`config.mk`:
```
export PLATFORM = sky130hd
export DESIGN_NAME = p_beid_interconnect_f0_ahb_mtx_cfg_default_slave
export DESIGN_NICKNAME = d
export VERILOG_FILES = /design/src/rtl/p_beid_interconnect_f0_ahb_mtx_cfg_default_slave_pkg.sv /design/src/rtl/p_beid_interconnect_f0_ahb_mtx_fault_rec.sv /design/src/rtl/p_beid_interconnect_f0_ahb_mtx_cfg_default_slave.sv
export SDC_FILE = /design/constraint.sdc
export NUM_CORES = 1
export LEC_CHECK = 0
export BUFFER_PORTS_ARGS = -buffer_cell sky130_fd_sc_hd__buf_2
export CORE_MARGIN = 2
export CORE_UTILIZATION = 50
export CTS_CLUSTER_SIZE = 8
export DETAILED_ROUTE_END_ITERATION = 16
export PLACE_DENSITY = 0.92
export SLEW_MARGIN = 10
export SYNTH_ARGS = -nofsm -noshare
export SYNTH_HDL_FRONTEND = slang
export SYNTH_SLANG_ARGS = --single-unit
export TNS_END_PERCENT = 50
```
`constraint.sdc`:
```
create_clock -name HCLK -period 4.85 [get_ports HCLK]
set_input_delay 0 -clock HCLK [delete_from_list [all_inputs] [get_ports HCLK]]
set_output_delay 0 -clock HCLK [all_outputs]
set_load 0.03 [all_outputs]
```
`src/rtl/p_beid_interconnect_f0_ahb_mtx_cfg_default_slave_pkg.sv`:
```
// p_beid_interconnect_f0_ahb_mtx_cfg_default_slave_pkg: shared AHB encodings and default-slave FSM states
package p_beid_interconnect_f0_ahb_mtx_cfg_default_slave_pkg;
  localparam logic [1:0] HRESP_OKAY  = 2'b00;
  localparam logic [1:0] HRESP_ERROR = 2'b01;
  localparam logic [1:0] HTRANS_IDLE = 2'b00;
  localparam logic [1:0] HTRANS_BUSY = 2'b01;
  localparam logic [1:0] HTRANS_NSEQ = 2'b10;
  localparam logic [1:0] HTRANS_SEQ  = 2'b11;
  typedef enum logic [2:0] {
    ST_IDLE,
    ST_WAIT,
    ST_ERR1,
    ST_ERR2,
    ST_OK
  } state_e;
endpackage

```
`src/rtl/p_beid_interconnect_f0_ahb_mtx_fault_rec.sv`:
```
// p_beid_interconnect_f0_ahb_mtx_fault_rec: first-access capture with saturating access count
module p_beid_interconnect_f0_ahb_mtx_fault_rec
  import p_beid_interconnect_f0_ahb_mtx_cfg_default_slave_pkg::*;
#(
  parameter int ADDR_WIDTH = 32,
  parameter int CNT_WIDTH  = 8
) (
  input  logic                  HCLK,
  input  logic                  HRESETn,
  input  logic                  accept,
  input  logic                  clr,
  input  logic [ADDR_WIDTH-1:0] addr,
  input  logic                  write,
  output logic                  valid_o,
  output logic [ADDR_WIDTH-1:0] addr_o,
  output logic                  write_o,
  output logic [CNT_WIDTH-1:0]  cnt_o
);
  logic                  valid_q, valid_d;
  logic [ADDR_WIDTH-1:0] addr_q, addr_d;
  logic                  write_q, write_d;
  logic [CNT_WIDTH-1:0]  cnt_q, cnt_d;
  logic                  capture;
  // a clear coinciding with an accept still captures the new access and counts it as the first
  always_comb begin
    capture = accept & (~valid_q | clr);
    valid_d = accept | (valid_q & ~clr);
    addr_d  = capture ? addr : addr_q;
    write_d = capture ? write : write_q;
    cnt_d   = clr ? (accept ? CNT_WIDTH'(1) : '0)
            : (accept && !(&cnt_q)) ? cnt_q + CNT_WIDTH'(1) : cnt_q;
  end
  // record registers
  always_ff @(posedge HCLK or negedge HRESETn) begin
    if (!HRESETn) begin
      valid_q <= 1'b0;
      addr_q  <= '0;
      write_q <= 1'b0;
      cnt_q   <= '0;
    end else begin
      valid_q <= valid_d;
      addr_q  <= addr_d;
      write_q <= write_d;
      cnt_q   <= cnt_d;
    end
  end
  assign valid_o = valid_q;
  assign addr_o  = addr_q;
  assign write_o = write_q;
  assign cnt_o   = cnt_q;
endmodule

```
`src/rtl/p_beid_interconnect_f0_ahb_mtx_cfg_default_slave.sv`:
```
// p_beid_interconnect_f0_ahb_mtx_cfg_default_slave: AHB default slave with wait states, ERROR/OKAY mode and fault record
module p_beid_interconnect_f0_ahb_mtx_cfg_default_slave
  import p_beid_interconnect_f0_ahb_mtx_cfg_default_slave_pkg::*;
#(
  parameter int ADDR_WIDTH  = 32,
  parameter int WAIT_STATES = 0,
  parameter int RESP_MODE   = 1,
  parameter int CNT_WIDTH   = 8
) (
  input  logic                  HCLK,
  input  logic                  HRESETn,
  input  logic                  HSEL,
  input  logic [1:0]            HTRANS,
  input  logic                  HREADY,
  input  logic [ADDR_WIDTH-1:0] HADDR,
  input  logic                  HWRITE,
  output logic                  HREADYOUT,
  output logic [1:0]            HRESP,
  output logic [31:0]           HRDATA,
  input  logic                  FAULT_CLR,
  output logic                  FAULT_VALID,
  output logic [ADDR_WIDTH-1:0] FAULT_ADDR,
  output logic                  FAULT_WRITE,
  output logic [CNT_WIDTH-1:0]  FAULT_CNT
);
  localparam state_e ST_DONE = (RESP_MODE != 0) ? ST_ERR1 : ST_OK;
  localparam logic [3:0] WAIT_LOAD = (WAIT_STATES > 0) ? 4'(WAIT_STATES - 1) : 4'd0;

  if (WAIT_STATES > 15 || WAIT_STATES < 0) begin : g_cfg_err
    $fatal(1, "WAIT_STATES=%0d outside legal range 0..15", WAIT_STATES);
  end

  state_e     state_q, state_d;
  logic [3:0] cnt_q, cnt_d;
  logic       hreadyout_q, hreadyout_d;
  logic [1:0] hresp_q, hresp_d;
  logic       accept;

  assign accept = HSEL & HREADY & HTRANS[1] & hreadyout_q;

  // next state, wait counter and the registered response it implies
  always_comb begin
    state_d = state_q;
    cnt_d   = cnt_q;
    case (state_q)
      ST_WAIT: begin
        if (cnt_q == 4'd0) state_d = ST_DONE;
        else cnt_d = cnt_q - 4'd1;
      end
      ST_ERR1: state_d = ST_ERR2;
      default: begin
        if (accept) begin
          state_d = (WAIT_STATES > 0) ? ST_WAIT : ST_DONE;
          cnt_d   = WAIT_LOAD;
        end else begin
          state_d = ST_IDLE;
        end
      end
    endcase
    hreadyout_d = !(state_d inside {ST_WAIT, ST_ERR1});
    hresp_d     = (state_d inside {ST_ERR1, ST_ERR2}) ? HRESP_ERROR : HRESP_OKAY;
  end

  // FSM and response registers
  always_ff @(posedge HCLK or negedge HRESETn) begin
    if (!HRESETn) begin
      state_q     <= ST_IDLE;
      cnt_q       <= 4'd0;
      hreadyout_q <= 1'b1;
      hresp_q     <= HRESP_OKAY;
    end else begin
      state_q     <= state_d;
      cnt_q       <= cnt_d;
      hreadyout_q <= hreadyout_d;
      hresp_q     <= hresp_d;
    end
  end

  assign HREADYOUT = hreadyout_q;
  assign HRESP     = hresp_q;
  assign HRDATA    = 32'd0;

  p_beid_interconnect_f0_ahb_mtx_fault_rec #(
    .ADDR_WIDTH(ADDR_WIDTH),
    .CNT_WIDTH (CNT_WIDTH)
  ) u_fault_rec (
    .HCLK   (HCLK),
    .HRESETn(HRESETn),
    .accept (accept),
    .clr    (FAULT_CLR),
    .addr   (HADDR),
    .write  (HWRITE),
    .valid_o(FAULT_VALID),
    .addr_o (FAULT_ADDR),
    .write_o(FAULT_WRITE),
    .cnt_o  (FAULT_CNT)
  );
endmodule

```
==> results by stage <==
Run status:
- The flow ran to the end, and the final reports show no timing, DRC or antenna violations.

Global route:
- The initial antenna violation count is 0.
- The total overflow left after global routing is 0.
- Entering global routing, the biggest net connects 52 pins.
- The first global-routing pass estimated 9640 um of wire.
- The number of global-route vias before repair came to 1,954.
- For this run, the total global-route usage over all layers was measured as 0.238.

Timing:
- The maximum clock frequency is 0.377 GHz.
- For the final routed database, the setup TNS stands at 0 ns.
- The number of endpoints with negative hold slack in the final report is 0.
- The final count of negative-setup-slack endpoints is 0.
- Setup repair after global routing left no endpoint under its margin.
- The number of max-slew violations in the final report is 0.
- The shortest clock period the worst path allows after layout is 2.65 ns.
- For the final database, setup skew stands at 0.0163 ns.
- For the pin with the worst max-slew slack, the measured transition is 1.09 ns.
- In the finished design, the share of the clock period the worst path needs comes to 0.546.
- The worst slew slack as a fraction of its limit is 0.272.

Clock tree:
- The post-CTS clock slew at the launch and capture registers of the worst setup and hold paths is 0.10 ns.
- The clock tree root driver cell is sky130_fd_sc_hd__clkbuf_8.
- The clock tree from TritonCTS is yes.
- The clock passes through at most 2 buffers.
- CTS built an H-tree with a depth of 2.
- After clock tree synthesis, the flow added hold-fix buffers numbering 35.
- The clock latency reported for the late side of the worst-skew pair is 0.31 ns.
- The tree built by TritonCTS fans out to 51 sinks.
- The clock buffer count from CTS is 5.
- Post-CTS timing repair inserted 0 buffers for setup.
- Post-CTS repair changed the size of 0 cells.

Synthesis:
- For this run, the leading register cell type out of synthesis is sky130_fd_sc_hd__dfrtp_1.
- The proportion of synthesized chip area in sequential cells is 0.517.
- The netlist area before placement is 0.00247 mm2.
- The async set or reset register ratio after synthesis is 1.00.
- The number of flops mapped to enable cells by yosys is 0.
- The flip-flop and latch count after synthesis is 51.
- After technology mapping, the gate count stands at 194.
- The mean cell area of the mapped netlist is 12.7 um2.
- The number of distinct library cells after synthesis is 44.
- The total number of yosys warnings is 0.

Power:
- The overall power after layout is 0.00142 W.
- Internal power comes to 0.000865 W.
- The leakage power of the design is 1.57 nW.
- The largest voltage drop on the vdd net is 0.191 mV.
- The sequential share of power is 0.419.
- The switching power summed over all nets is 0.000555 W.
- Power spread over the standard cell area amounts to 438 mW/mm2.
- The share of total power dissipated in the clock network is 0.203.
- The switching power share of the total is 0.391.
- The fraction of power consumed by combinational cells is 0.378.

Critical path:
- The buffering stage count on the worst path with inverters included is 0.
- The worst flop-to-flop path startpoint is HREADYOUT.
- Among all stages on the critical path, the largest delay is contributed by sky130_fd_sc_hd__a21oi_4.
- The timing startpoint of the critical path is HREADYOUT.
- The startpoint class of the critical path is a flip-flop.
- The longest individual stage delay on the worst path is 1.01 ns.
- Data on the critical path arrives at its endpoint at 2.84 ns.
- The worst setup path is captured at a flip-flop.
- The dominant delay contributor by cell family on the critical path is compound AO/OA/AOI/OAI gates.
- Walking the worst path, the cells encountered are nand4_1, a21oi_4, mux2_2.
- The worst setup path is of the flip-flop to flip-flop kind.
- The data required time at the worst endpoint is 5.04 ns.
- The maximum fanout along the worst path is 33.

Detailed routing:
- The number of remaining DRC errors is 0.
- The wire length after detailed routing is 6660 um.
- The post-detailed-route wirelength per cell is 17.6 um.
- After the first detailed-routing iteration, the DRC count stood at 169.
- The first TritonRoute pass finished after 4 iterations.
- The routed length on met1 is 2620 um.
- The via count normalized by instance count is 5.18.
- The sum of met2 wire segment lengths after detailed routing is 3320 um.
- The final antenna-violating net count is 0.
- The total via count after detailed routing is 1,959.
- Detailed routing placed a total of 546 um of wire on met3.
- The highest metal layer used by the detailed router is met4.

Die:
- The die area is 0.00552 mm2.
- The die span in y is 74.3 um.
- In this run the core area contains 25 standard-cell rows.
- For this configuration, the core starts out at a cell density of 0.519.
- The area of the core is 0.00475 mm2.
- The number of I/O pins is 117.
- The die width is 74.3 um.

Place:
- Detailed placement finished with a half-perimeter wire length of 3520 um.
- The post-placement cell area is 0.00278 mm2.
- The final weighted congestion of routability-driven global placement is 0.838.
- Port buffering added 82 buffers.

Job:
- The max-cap check violation count is 0.

Finish:
- In the final design database the tool counted 354 nets.
- The count of antenna diodes in the layout is 0.
- Of the cells placed in the final design, the portion with a size suffix greater than 1 is 0.431.
- For this run, the share of the core covered by cells in the final layout is 0.681.
- The finished cells cover 0.00324 mm2.
- The area growth from synthesis to layout is 31.1%.

Worst hold path:
- In this run the most critical hold path is launched from HREADY.
- The tightest min-delay check is of the primary input to flip-flop type.
[cells in the mapped netlist, drive strengths merged, types with 2 or more instances]
cell | count | area, um2
a211oi | 3 | 22.5
a21o | 2 | 16.3
a21oi | 6 | 41.3
a311oi | 3 | 43.8
a31oi | 2 | 12.5
a41oi | 3 | 26.3
and3 | 4 | 26.3
and4 | 2 | 17.5
buf | 40 | 310
dfrtp | 50 | 1250
ha | 3 | 37.5
inv | 4 | 15.0
mux2 | 34 | 387
mux2i | 3 | 30.0
nand2 | 9 | 33.8
nand3 | 2 | 10.0
nor2 | 2 | 7.51
nor3b | 2 | 15.0
o211ai | 2 | 15.0
o221ai | 2 | 17.5
or3b | 2 | 17.5
[cell usage in the layout, fill, tap and decap left out, drive strengths merged, types with 4 or more instances in the layout]
| cell | Yosys | final |
|---|---|---|
| conb | 1 | 34 |
| dfrtp | 50 | 50 |
| clkbuf | 1 | 5 |
| and3 | 4 | 4 |
| a21oi | 6 | 6 |
| dlygate4sd3 | 0 | 35 |
| buf | 40 | 83 |
| inv | 4 | 4 |
| nand2 | 9 | 9 |
| mux2 | 34 | 34 |
[path summary, 6_finish.rpt]
check	to	slack, ns	depth (start not counted)
min in group asynchronous	u_fault_rec.write_o	0.43	2
max	u_fault_rec.addr_o[13]	2.20	3
min	u_fault_rec.valid_o	0.29	3
max reg2reg	u_fault_rec.addr_o[13]	2.20	3
max in group asynchronous	u_fault_rec.cnt_o[1]	3.74	2
min reg2reg	u_fault_rec.addr_o[6]	0.51	1
[metrics by stage]
stage	hold slack, ns	worst slack (ns)	instances
5_1_grt	0.294	2.06	378
4_1_cts	0.273	2.24	378
3_3_place_gp	0.232	2.33	336
3_5_place_dp	0.234	2.26	336
2_1_floorplan	-0.296	3.19	227
6_report	0.288	2.20	378
[worst min-delay path, stage by stage]
cell and delay (ns):
sky130_fd_sc_hd__buf_2 0.11, sky130_fd_sc_hd__and4_1 0.25, sky130_fd_sc_hd__a21o_1 0.19
[area by class of cell]
type	instances	area, um2
Clock buffer	5	68.8
Inverter	4	15.0
Clock inverter	2	37.5
Tap cell	67	83.8
Timing Repair Buffer	118	768
Multi-Input combinational cell	131	986
Fill cell	294	1520
Sequential cell	51	1280
[power groups by stage]
stage	logic [W]	clock network, W	registers, W
after CTS	0.000520	0.000289	0.000581
after floorplan	0.000202	0	0.000751
after global routing	0.000567	0.000308	0.000604
after detailed placement	0.000496	0	0.000589
after global placement	0.000483	0	0.000582
final	0.000537	0.000288	0.000595
[logic make-up after synthesis]
kind of cell / Yosys count / synth area share
flip-flops: 51 / 0.517
multiplexers: 37 / 0.169
buffers and inverters: 45 / 0.133
other: 1 / 0.00152
adder cells (fa/ha/maj): 3 / 0.0152
AND/OR/NAND/NOR: 29 / 0.0679
AO/OA/AOI/OAI: 28 / 0.0958
[per-layer routing]
| layer | vias up | track usage |
|---|---|---|
| li1 | 861 | - |
| met1 | 952 | 0.279 |
| met2 | 125 | 0.432 |
| met3 | 21 | 0.0556 |
| met4 | 0 | 0.0794 |
| met5 | - | 0 |
[registers in the layout (all words and copies together), names as in the netlist]
register,count
u_fault_rec.valid_o,1
u_fault_rec.cnt_o,8
cnt_q,4
HREADYOUT,1
state_q,3
u_fault_rec.addr_o,32
u_fault_rec.write_o,1
HRESP,1
(Power assumes the default switching activity.)
